==> config.mk <==
export PLATFORM = sky130hd
export DESIGN_NAME = serial_add_sub_ctrl
export DESIGN_NICKNAME = d
export VERILOG_FILES = /design/src/rtl/serial_add_sub_ctrl_pkg.sv /design/src/rtl/serial_add_sub_ctrl_cla.sv /design/src/rtl/serial_add_sub_ctrl.sv
export SDC_FILE = /design/constraint.sdc
export NUM_CORES = 1
export LEC_CHECK = 0
export CAP_MARGIN = 15
export CORE_MARGIN = 2
export CORE_UTILIZATION = 51
export DETAILED_ROUTE_END_ITERATION = 16
export PLACE_DENSITY = 0.8
export REMOVE_ABC_BUFFERS = 1
export SETUP_SLACK_MARGIN = 0.3
export SLEW_MARGIN = 20
export SYNTH_ARGS = -nofsm -noshare
export SYNTH_HDL_FRONTEND = slang
export SYNTH_SLANG_ARGS = --single-unit
==> constraint.sdc <==
create_clock -name clk_i -period 4.58 [get_ports clk_i]
set_clock_uncertainty 0.05 [all_clocks]
set_input_delay 0.687 -clock clk_i [delete_from_list [all_inputs] [get_ports clk_i]]
set_output_delay 0.687 -clock clk_i [all_outputs]
set_load 0.03 [all_outputs]
==> src/rtl/serial_add_sub_ctrl_pkg.sv <==
// Shared definitions for the nibble-serial add/subtract controller:
// state encoding, default operand width and the slice-count derivation.
package serial_add_sub_ctrl_pkg;

  typedef enum logic [1:0] {
    ST_IDLE = 2'b00,
    ST_RUN  = 2'b01,
    ST_DONE = 2'b10
  } state_e;

  localparam int DEFAULT_WIDTH = 32;

  function automatic int nibbles_of(input int width);
    return width / 4;
  endfunction

endpackage

==> src/rtl/serial_add_sub_ctrl_cla.sv <==
// 4-bit carry-lookahead slice: nibble sum plus block propagate/generate,
// which the controller turns into the registered inter-nibble carry.
module cla_4_bit (
  input  logic [3:0] a_i,
  input  logic [3:0] b_i,
  input  logic       c_in_i,
  output logic [3:0] sum_o,
  output logic       p_o,
  output logic       g_o
);

  logic [3:0] p_w;
  logic [3:0] g_w;
  logic [3:0] c_w;

  assign p_w = a_i ^ b_i;
  assign g_w = a_i & b_i;

  assign c_w[0] = c_in_i;
  assign c_w[1] = g_w[0] | (p_w[0] & c_in_i);
  assign c_w[2] = g_w[1] | (p_w[1] & g_w[0]) | (p_w[1] & p_w[0] & c_in_i);
  assign c_w[3] = g_w[2] | (p_w[2] & g_w[1]) | (p_w[2] & p_w[1] & g_w[0])
                | (p_w[2] & p_w[1] & p_w[0] & c_in_i);

  assign sum_o = p_w ^ c_w;
  assign p_o   = &p_w;
  assign g_o   = g_w[3] | (p_w[3] & g_w[2]) | (p_w[3] & p_w[2] & g_w[1])
               | (p_w[3] & p_w[2] & p_w[1] & g_w[0]);

endmodule

==> src/rtl/serial_add_sub_ctrl.sv <==
// Multi-cycle add/subtract that time-shares one 4-bit CLA slice, LSB nibble first.
// state | meaning: IDLE | waiting for start; RUN | one nibble per cycle; DONE | result valid, done high
module serial_add_sub_ctrl
  import serial_add_sub_ctrl_pkg::*;
#(
  parameter int WIDTH = DEFAULT_WIDTH
) (
  input  logic             clk_i,
  input  logic             rst_i,
  input  logic             start_i,
  input  logic             op_sub_i,
  input  logic [WIDTH-1:0] a_i,
  input  logic [WIDTH-1:0] b_i,
  output logic             busy_o,
  output logic             done_o,
  output logic [WIDTH-1:0] result_o,
  output logic             carry_out_o,
  output logic             overflow_o,
  output logic             zero_o
);

  localparam int NIBBLES = nibbles_of(WIDTH);
  localparam int IDX_W   = (NIBBLES > 1) ? $clog2(NIBBLES) : 1;
  localparam logic [IDX_W-1:0] LAST_IDX = IDX_W'(NIBBLES - 1);

  state_e             state_q, state_d;
  logic [IDX_W-1:0]   idx_q;
  logic [WIDTH-1:0]   a_q, b_q, result_q, result_d;
  logic               carry_q, carry_d;
  logic               carry_out_q, overflow_q, zero_q;
  logic               accept_w, last_w;
  logic [3:0]         a_nib_w, b_nib_w, sum_w;
  logic               p_w, g_w;

  // start is only honoured outside RUN so an in-flight operation is never disturbed
  assign accept_w = start_i && (state_q != ST_RUN);
  assign last_w   = (idx_q == LAST_IDX);

  assign a_nib_w = a_q[{idx_q, 2'b00} +: 4];
  assign b_nib_w = b_q[{idx_q, 2'b00} +: 4];

  cla_4_bit u_slice (
    .a_i    (a_nib_w),
    .b_i    (b_nib_w),
    .c_in_i (carry_q),
    .sum_o  (sum_w),
    .p_o    (p_w),
    .g_o    (g_w)
  );

  always_comb begin
    state_d  = state_q;
    result_d = result_q;
    carry_d  = g_w | (p_w & carry_q);
    result_d[{idx_q, 2'b00} +: 4] = sum_w;
    case (state_q)
      ST_IDLE: if (start_i) state_d = ST_RUN;
      ST_RUN:  if (last_w)  state_d = ST_DONE;
      ST_DONE: state_d = start_i ? ST_RUN : ST_IDLE;
      default: state_d = ST_IDLE;
    endcase
  end

  always_ff @(posedge clk_i) begin
    if (rst_i) begin
      state_q     <= ST_IDLE;
      idx_q       <= '0;
      a_q         <= '0;
      b_q         <= '0;
      carry_q     <= 1'b0;
      result_q    <= '0;
      carry_out_q <= 1'b0;
      overflow_q  <= 1'b0;
      zero_q      <= 1'b0;
    end else begin
      state_q <= state_d;
      if (accept_w) begin
        a_q      <= a_i;
        b_q      <= op_sub_i ? ~b_i : b_i;
        carry_q  <= op_sub_i;
        idx_q    <= '0;
        result_q <= '0;
      end else if (state_q == ST_RUN) begin
        result_q <= result_d;
        carry_q  <= carry_d;
        idx_q    <= last_w ? '0 : idx_q + 1'b1;
        if (last_w) begin
          carry_out_q <= carry_d;
          overflow_q  <= (a_q[WIDTH-1] == b_q[WIDTH-1]) && (sum_w[3] != a_q[WIDTH-1]);
          zero_q      <= (result_d == '0);
        end
      end
    end
  end

  assign busy_o      = (state_q == ST_RUN);
  assign done_o      = (state_q == ST_DONE);
  assign result_o    = result_q;
  assign carry_out_o = carry_out_q;
  assign overflow_o  = overflow_q;
  assign zero_o      = zero_q;

endmodule
---- Word level (Yosys, flattened, before mapping) ----
Cells that the tools add are included.
word-level totals
  flip-flop bits (word level) ............. 105
  logic and storage cells ................. 71
  output and inout port bits .............. 37
  input port bits ......................... 68
operators by class
  eq/ne operators ......................... 8
  add/subtract/negate cells ............... 2
  bitwise logic cells ..................... 30
  reductions and logical operators ........ 9
  shift operators ......................... 4
  mux-type cells .......................... 9
operators with widths
  kind                    count
  $shiftx 32x6->4         2
  $bwmux 32               1
  $logic_not 32->1        1
  $mux 32                 1
  $not 32->32             1
  $shift 4x7->32 const A  1
  $shiftx 4x7->32         1
  $and 1x1->1             15
  $or 1x1->1              10
  $xor 4x4->4             2
  $neg 5->7               1
  $pmux 2 s3              1
  $and 4x4->4             1
  $mux 2                  2
  $ne 2x1->1 const B      2
  $reduce_and 4->1        1
  $add 3x1->3 const B     1
  $eq 3x3->1 const B      1
  $mux 1                  3
  $mux 3                  1
  $reduce_and 3->1        1
  $eq 2x1->1 const B      1
  $eq 2x2->1 const B      1
  $logic_and 1x1->1       2
  other kinds (8)         8

---- Depth between registers and ports, before layout ----
Gate-level depths: netlist of the first run.
  depth in word-level cells ............... 10
  mapped depth ............................ 13
  gate-level depth less buffers ........... 10

---- Hierarchy ----
From an unflattened synthesis of the first run, not the netlist that was laid out.
second synthesis, totals
  cell total of the unflattened synthesis .. 595
  area total of the unflattened synthesis .. 5152.4 um^2
by module, submodules not included
  module               times used  area an instance (um^2)  cells an instance  sequential area each (um^2)
  serial_add_sub_ctrl  1           4969.8                   573                2102.0
  cla_4_bit            1           182.7                    22                 0.0

---- Least setup slack after synthesis of the first run ----
Ideal clock, no wire load.
  kind .................................... register to register
  start point ............................. register idx_q[0]
  end point ............................... register zero_q (netlist: zero_o)
  setup slack ............................. 1055 ps
  stages on the path, launching flop included .. 13
  arrival time ............................ 3407 ps
  buffers on the path ..................... 2
  cell sequence ........................... dfxtp_1 > buf_4 > buf_2 > mux4_2 > nand2_1 > nand2_1 > fa_1 > xor2_1 > and2_4 > a311oi_2 > o2111ai_1 > or4_1 > o21ai_1
on the way
  cells in the longest elaborated chain, start to end .. 10
  elaborated cells on any way between the ends .. 27
  those cells by class .................... add/sub: 1; eq/ne: 1; shift: 4; mux: 1; bitwise: 18; reduce/logical: 2
RTL lines
  item                                               line                                                          source
  start: declaration                                 serial_add_sub_ctrl.sv:27                                     logic [IDX_W-1:0] idx_q;
  start signal: assignment                           serial_add_sub_ctrl.sv:86                                     idx_q <= last_w ? '0 : idx_q + 1'b1;
  $shiftx 32x6->4 (on tied branches)                 serial_add_sub_ctrl.sv:39, serial_add_sub_ctrl.sv:40
  $xor 4x4->4 / $and 4x4->4 (equally long branches)  serial_add_sub_ctrl_cla.sv:16, serial_add_sub_ctrl_cla.sv:17
  $and 1x1->1 (on tied branches)                     serial_add_sub_ctrl_cla.sv:22, serial_add_sub_ctrl_cla.sv:23
  $or 1x1->1 (tied with other cells)                 serial_add_sub_ctrl_cla.sv:22                                 assign c_w[3] = g_w[2] | (p_w[2] & g_w[1]) | (p_w[2] & p_w[1] & g_w[0])
  $or 1x1->1 / $and 1x1->1 (equally long branches)   serial_add_sub_ctrl_cla.sv:22, serial_add_sub_ctrl_cla.sv:23
  $or 1x1->1                                         serial_add_sub_ctrl_cla.sv:23                                 | (p_w[2] & p_w[1] & p_w[0] & c_in_i);
  $xor 4x4->4                                        serial_add_sub_ctrl_cla.sv:25                                 assign sum_o = p_w ^ c_w;
  $shiftx 4x7->32                                    serial_add_sub_ctrl.sv:55                                     result_d[{idx_q, 2'b00} +: 4] = sum_w;
  $bwmux 32                                          serial_add_sub_ctrl.sv:55
  $logic_not 32->1                                   serial_add_sub_ctrl.sv:90                                     zero_q <= (result_d == '0);
  end signal: assignment                             serial_add_sub_ctrl.sv:90
  end: declaration                                   serial_add_sub_ctrl.sv:30                                     logic carry_out_q, overflow_q, zero_q;
Several ways; a longest one is shown, not always the timed one.
A chain may end at the register's enable or synchronous reset.

---- Worst setup path in the final report of the first run ----
Same ends and word-level chain as after synthesis.

==> results of run 1 <==
-- where the power goes --
group	total (W)	internal, W	switching (W)
Combinational	0.000338	0.000162	0.000176
Sequential	0.000987	0.000959	0.0000283
Clock	0.000619	0.000319	0.000300
Total	0.00194	0.00144	0.000504
-- sequential cells by signal, indices dropped and copies added, names as in the netlist, 2 cells and up --
| name | cells |
|---|---|
| b_q | 32 |
| state_q | 2 |
| a_q | 32 |
| idx_q | 3 |
| result_o | 32 |
-- critical path, stage by stage (launching register included) --
cell and delay [ns]:
dfxtp_1 0.86, mux4_2 0.59, nand2_1 0.08, nand2_1 0.12, fa_1 0.43, xor2_1 0.27
and2_4 0.22, a311oi_2 0.25, o2111ai_1 0.13, or4_1 0.51, o21ai_1 0.12
-- placed cells by master (no fill, tap or decap), types with 2 or more instances in the layout --
master / synthesis / final
mux2i_1: 15 / 15
nor3b_2: 2 / 2
o21ai_0: 5 / 5
nor2_1: 54 / 54
a21oi_1: 61 / 61
and3_1: 3 / 3
o2111ai_1: 2 / 2
xor2_1: 2 / 2
nor2b_1: 2 / 2
ha_1: 12 / 12
nor3_1: 3 / 3
nand3b_1: 2 / 2
buf_2: 5 / 2
buf_4: 1 / 8
nor4_1: 4 / 4
clkinv_1: 2 / 2
a31oi_1: 2 / 2
clkdlybuf4s50_1: 0 / 102
nand2_1: 121 / 121
or2_2: 3 / 3
dfxtp_1: 105 / 105
mux4_2: 16 / 16
nand3_1: 20 / 20
a211oi_1: 37 / 37
xnor2_1: 33 / 33
inv_1: 3 / 3
clkbuf_8: 0 / 10
and2_1: 5 / 4
bufinv_16: 0 / 2
-- final timing paths --
path	start	end	slack, ns
hold reg to reg	a_q[14]	a_q[14]	0.41
setup reg to reg	idx_q[0]	zero_o	0.89
setup / recovery	idx_q[0]	zero_o	0.89
hold / removal	a_q[14]	a_q[14]	0.41
-- kinds of logic after synthesis --
kind of cell / after synthesis / synth area share
AO/OA/AOI/OAI: 119 / 0.147
AND/OR/NAND/NOR: 235 / 0.210
buffers and inverters: 46 / 0.0359
flip-flops: 105 / 0.413
XOR/XNOR: 35 / 0.0603
multiplexers: 31 / 0.100
adder cells (fa/ha/maj): 13 / 0.0335
-- through the flow --
step / worst slack [ns] / area, um^2
floorplan: 0.854 / 4920
global route: 0.640 / 6390
global placement: 0.953 / 6180
detailed placement: 0.862 / 6180
finish: 0.892 / 6390
CTS: 0.843 / 6390
-- metal layers --
layer  wire length [um]  vias to the layer above  share of wire
met5                  0                        -              0
met4                215                        0          0.019
li1                   -                     2192              -
met2               5550                      163           0.48
met1               5050                     2029           0.44
met3                777                       27          0.067
-- final cells by class --
cell class / count / area (um^2)
sequential: 105 / 2100
inverter: 5 / 18.8
timing repair buffer: 112 / 1090
clock inverter: 4 / 76.3
clock buffer: 10 / 138
fill: 828 / 3330
multi-input combinational: 433 / 2800
tap: 133 / 166
==> results.toml, run 1 <==
[synthesis]
seq_area_frac_synth = 0.413
synth_flop_cell = "dfxtp_1"
synth_area_per_cell_um2 = 8.70
ys_top_cells_by_count = "nand2_1, dfxtp_1, a21oi_1"
netlist_area_um2 = 5080
synth_top_cell_area_share = 0.413
yosysMostFrequentCell = "nand2_1"
synth_area_leader_cell = "dfxtp_1"
ys_ff_latch = 105
synth_cell_types = 56
synth_edf_count = 0
async_reset_ff_frac = 0
ys_warn_count = 0
syn_inst = 584
synthTopCellsByArea = "dfxtp_1, nand2_1, mux4_2"

[sta]
min_period_ns = 3.69
timing.final.crit_share = 0.805
timing.fmax_mhz = 271
final.setup.tns_ns = 0
finalHoldViolations = 0
tightest_slew_ns = 0.919
relSlewSlack = 0.386
whs_ns = 0.409
rsz0062_at_grt = "no"
drv_slew = 0
setup_viol = 0

[final_layout]
diodes = 0
stdcell_count = 802
syn_to_final_growth_pct = 25.8
nets = 747
final_core_util = 0.657
drive_above_1_share = 0.0852

[clocking]
cts_setup_buffers = 0
cts_buffer_depth = 2
htreeDepth = 3
cts_resized = 0
cts_buffers = 9
clock_latency_ns = 0.36
cts.sinks = 105
clkTransAtPathRegs_ns = 0.09
cts_tree = "built"
ctsHoldBuffers = 0
clock-root-buffer = "clkbuf_8"

[die]
die_x_um = 104
die_y_um = 104
start_util = 0.523
die-area_um2 = 10800
core_area_um2 = 9730
io_pins = 105
num_rows = 36

[global_routing]
busiest_layer = "met2"
grt_usage = 0.222
met1_usage = 0.282
grt_first_pass_wirelength_mm = 19.7
grt_max_degree = 97
grt_overflow = 0
gr-usage-met2 = 0.370
use_met3 = 0.0441
antenna_found_initial = 0
grt_pass1_vias = 4176

[placement]
port_buffers = 104
hpwl_mm = 8.54
routabilityCongestion = 0.892
dp_cells = 788

[worst_hold_path]
min_path_cells = 2
hold_path.class = "reg -> reg"

[drt]
ant_nets = 0
post-route-drc-count = 0
avgRoutedWirePerCell_um = 14.5
wl_mm = 11.6
vias = 4411
drt_iter0_drc = 258
dr.pass1.iters = 4
via_per_inst = 5.50

[worst_setup_path]
critPathLaunchType = "register"
cp-end-kind = "register"
r2r_cells = 10
cp.arrival_ns = 3.94
crit_required_ns = 4.83
critPathKind = "reg -> reg"
crit_fanout = 13

[power_and_ir_drop]
power_leakage_nw = 2.32
p_per_area_nw_per_um2 = 304
vdd_ir_drop_max_v = 0.000173
finalPower_w = 0.00194

[outcome]
status = "complete, no violations"

[job]
cap_violations = 0
No activity file was read; power rests on OpenSTA's default activity.
==> run 2: changes to the inputs <==
==> constraint.sdc (replaced) <==
create_clock -name clk_i -period 3.43 [get_ports clk_i]
set_clock_uncertainty 0.05 [all_clocks]
set_input_delay 0.5145 -clock clk_i [delete_from_list [all_inputs] [get_ports clk_i]]
set_output_delay 0.5145 -clock clk_i [all_outputs]
set_load 0.03 [all_outputs]
==> run 2 against run 1 <==
Compared with the run above:
- final cell count increased by 1.4%
- combinational power is 40% higher
- fmax grew 22%
- final area grew 1.3%
- die area unchanged
- worst setup slack worse by 0.49 ns
- largest power group unchanged
- highest routed layer unchanged
==> results.toml, run 2 (synthesis gave the netlist of run 1 again) <==
[outcome]
status = "complete, no violations"

[sta]
rsz0062_at_grt = "yes"
min_period_ns = 3.03
setup_viol = 0
setup_slack_ns = 0.404
timing.fmax_mhz = 331
relSlewSlack = 0.409
tightest_slew_ns = 0.886
finalHoldViolations = 0
drv_slew = 0
timing.final.crit_share = 0.882

[worst_hold_path]
hold_path.class = "reg -> reg"
holdPathEnd = "a_q[13]"
min_path_cells = 2
min_from = "a_q[13]"

[drt]
wl_mm = 11.9
vias = 4397
post-route-drc-count = 0
dr.pass1.iters = 5
drt_iter0_drc = 217
avgRoutedWirePerCell_um = 14.6
ant_nets = 0
via_per_inst = 5.41

[final_layout]
nets = 756
final_common_cell = "nand2_1"
multi_input_area_um2 = 2810
syn_to_final_growth_pct = 27.5
seq_area_um2 = 2110
final_core_util = 0.666
diodes = 0
final_cell_mix = "nand2_1, dfxtp_1, clkdlybuf4s50_1"
fillers = 847
drive_above_1_share = 0.103

[global_routing]
use_met3 = 0.0352
antenna_found_initial = 0
grt_max_degree = 97
grt_usage = 0.225
grt_overflow = 0
busiest_layer = "met2"
grt_first_pass_wirelength_mm = 20.0
met1_usage = 0.289
gr-usage-met2 = 0.382
grt_pass1_vias = 4199

[die]
die_y_um = 104
core_area_um2 = 9730
start_util = 0.523
die-area_um2 = 10800
io_pins = 105
die_x_um = 104
num_rows = 36

[placement]
pre_cts_ws_ns = 0.0918
port_buffers = 104
routabilityCongestion = 0.901
hpwl_mm = 8.81

[worst_setup_path]
cp_num_buf_inv = 0
reg2reg_slack_ns = 0.40
cp.arrival_ns = 3.28
crit_chain = "mux4_2, nand2_1, nand2_1, fa_1, xor2_1, and2_4, a311oi_2, o2111ai_1, or4_1, o21ai_1"
cp_common_cell = "nand2_1"
crit_fanout = 8
crit_required_ns = 3.68
r2r_cells = 10
timing.rr.end = "zero_o"
critPathLaunchType = "register"
reg2reg_from = "idx_q[0]"
cp_top_family = "simple AND/OR/NAND/NOR gates"
crit_path_max_incr_delay_ns = 0.52
cp-end-kind = "register"
critPathKind = "reg -> reg"
slowest_stage = "mux4_2"

[power_and_ir_drop]
vdd_ir_drop_max_v = 0.000210
power_leakage_nw = 2.37
p_per_area_nw_per_um2 = 397

[clocking]
htreeDepth = 3
cts.sinks = 105
ctsHoldBuffers = 0
clock_latency_ns = 0.36
cts_buffer_depth = 2
clkTransAtPathRegs_ns = 0.09
clock-root-buffer = "clkbuf_8"
cts_buffers = 9
cts_tree = "built"

[job]
cap_violations = 0
run 2: worst max-delay path by stage:
stage	from	cells past startpoint	endpoint
floorplan	idx_q[0]	10	zero_o
global placement	idx_q[0]	10	zero_o
detailed placement	idx_q[0]	10	zero_o
CTS	idx_q[1]	11	zero_o
global route	idx_q[0]	10	zero_o
finish	idx_q[0]	10	zero_o
run 2: tightest hold or removal path: stages, from the launching register on:
cell and delay (ns):
dfxtp_1 0.32, nand2_1 0.05, a21oi_1 0.05
run 2: power by group:
group | internal [W] | switching, W | total, W
clock network | 0.000378 | 0.000407 | 0.000786
registers | 0.00128 | 0.0000350 | 0.00132
logic | 0.000231 | 0.000243 | 0.000473
total | 0.00189 | 0.000685 | 0.00257
run 2: layout make-up:
type / count / share of cell area
Inverter: 5 / 0.00290
Multi-Input combinational cell: 433 / 0.434
Tap cell: 133 / 0.0257
Clock inverter: 4 / 0.00792
Clock buffer: 12 / 0.0239
Timing Repair Buffer: 121 / 0.181
Sequential cell: 105 / 0.325
run 2: metal layers:
layer | vias to the layer above | routed length [um]
met5 | - | 0
met4 | 0 | 182
met3 | 16 | 663
met2 | 141 | 5850
met1 | 2030 | 5200
li1 | 2210 | -
run 2: per-stage QoR:
step	total power, W	instances	hold WS [ns]	TNS, ns	cell area [um^2]
final	0.00257	813	0.408	0	6480
after global routing	0.00269	813	0.431	0	6480
after CTS	0.00258	812	0.409	0	6460
after detailed placement	0.00181	796	0.397	0	6250
after global placement	0.00180	796	0.391	0	6250
after floorplan	0.00161	543	0.377	-0.384	4920
run 2: what timing repair did:
action,4_1_cts,5_1_grt
setup endpoints to repair,10,4
buffers inserted,0,1
endpoints found under the hold margin,0,0
gates resized for setup,2,3
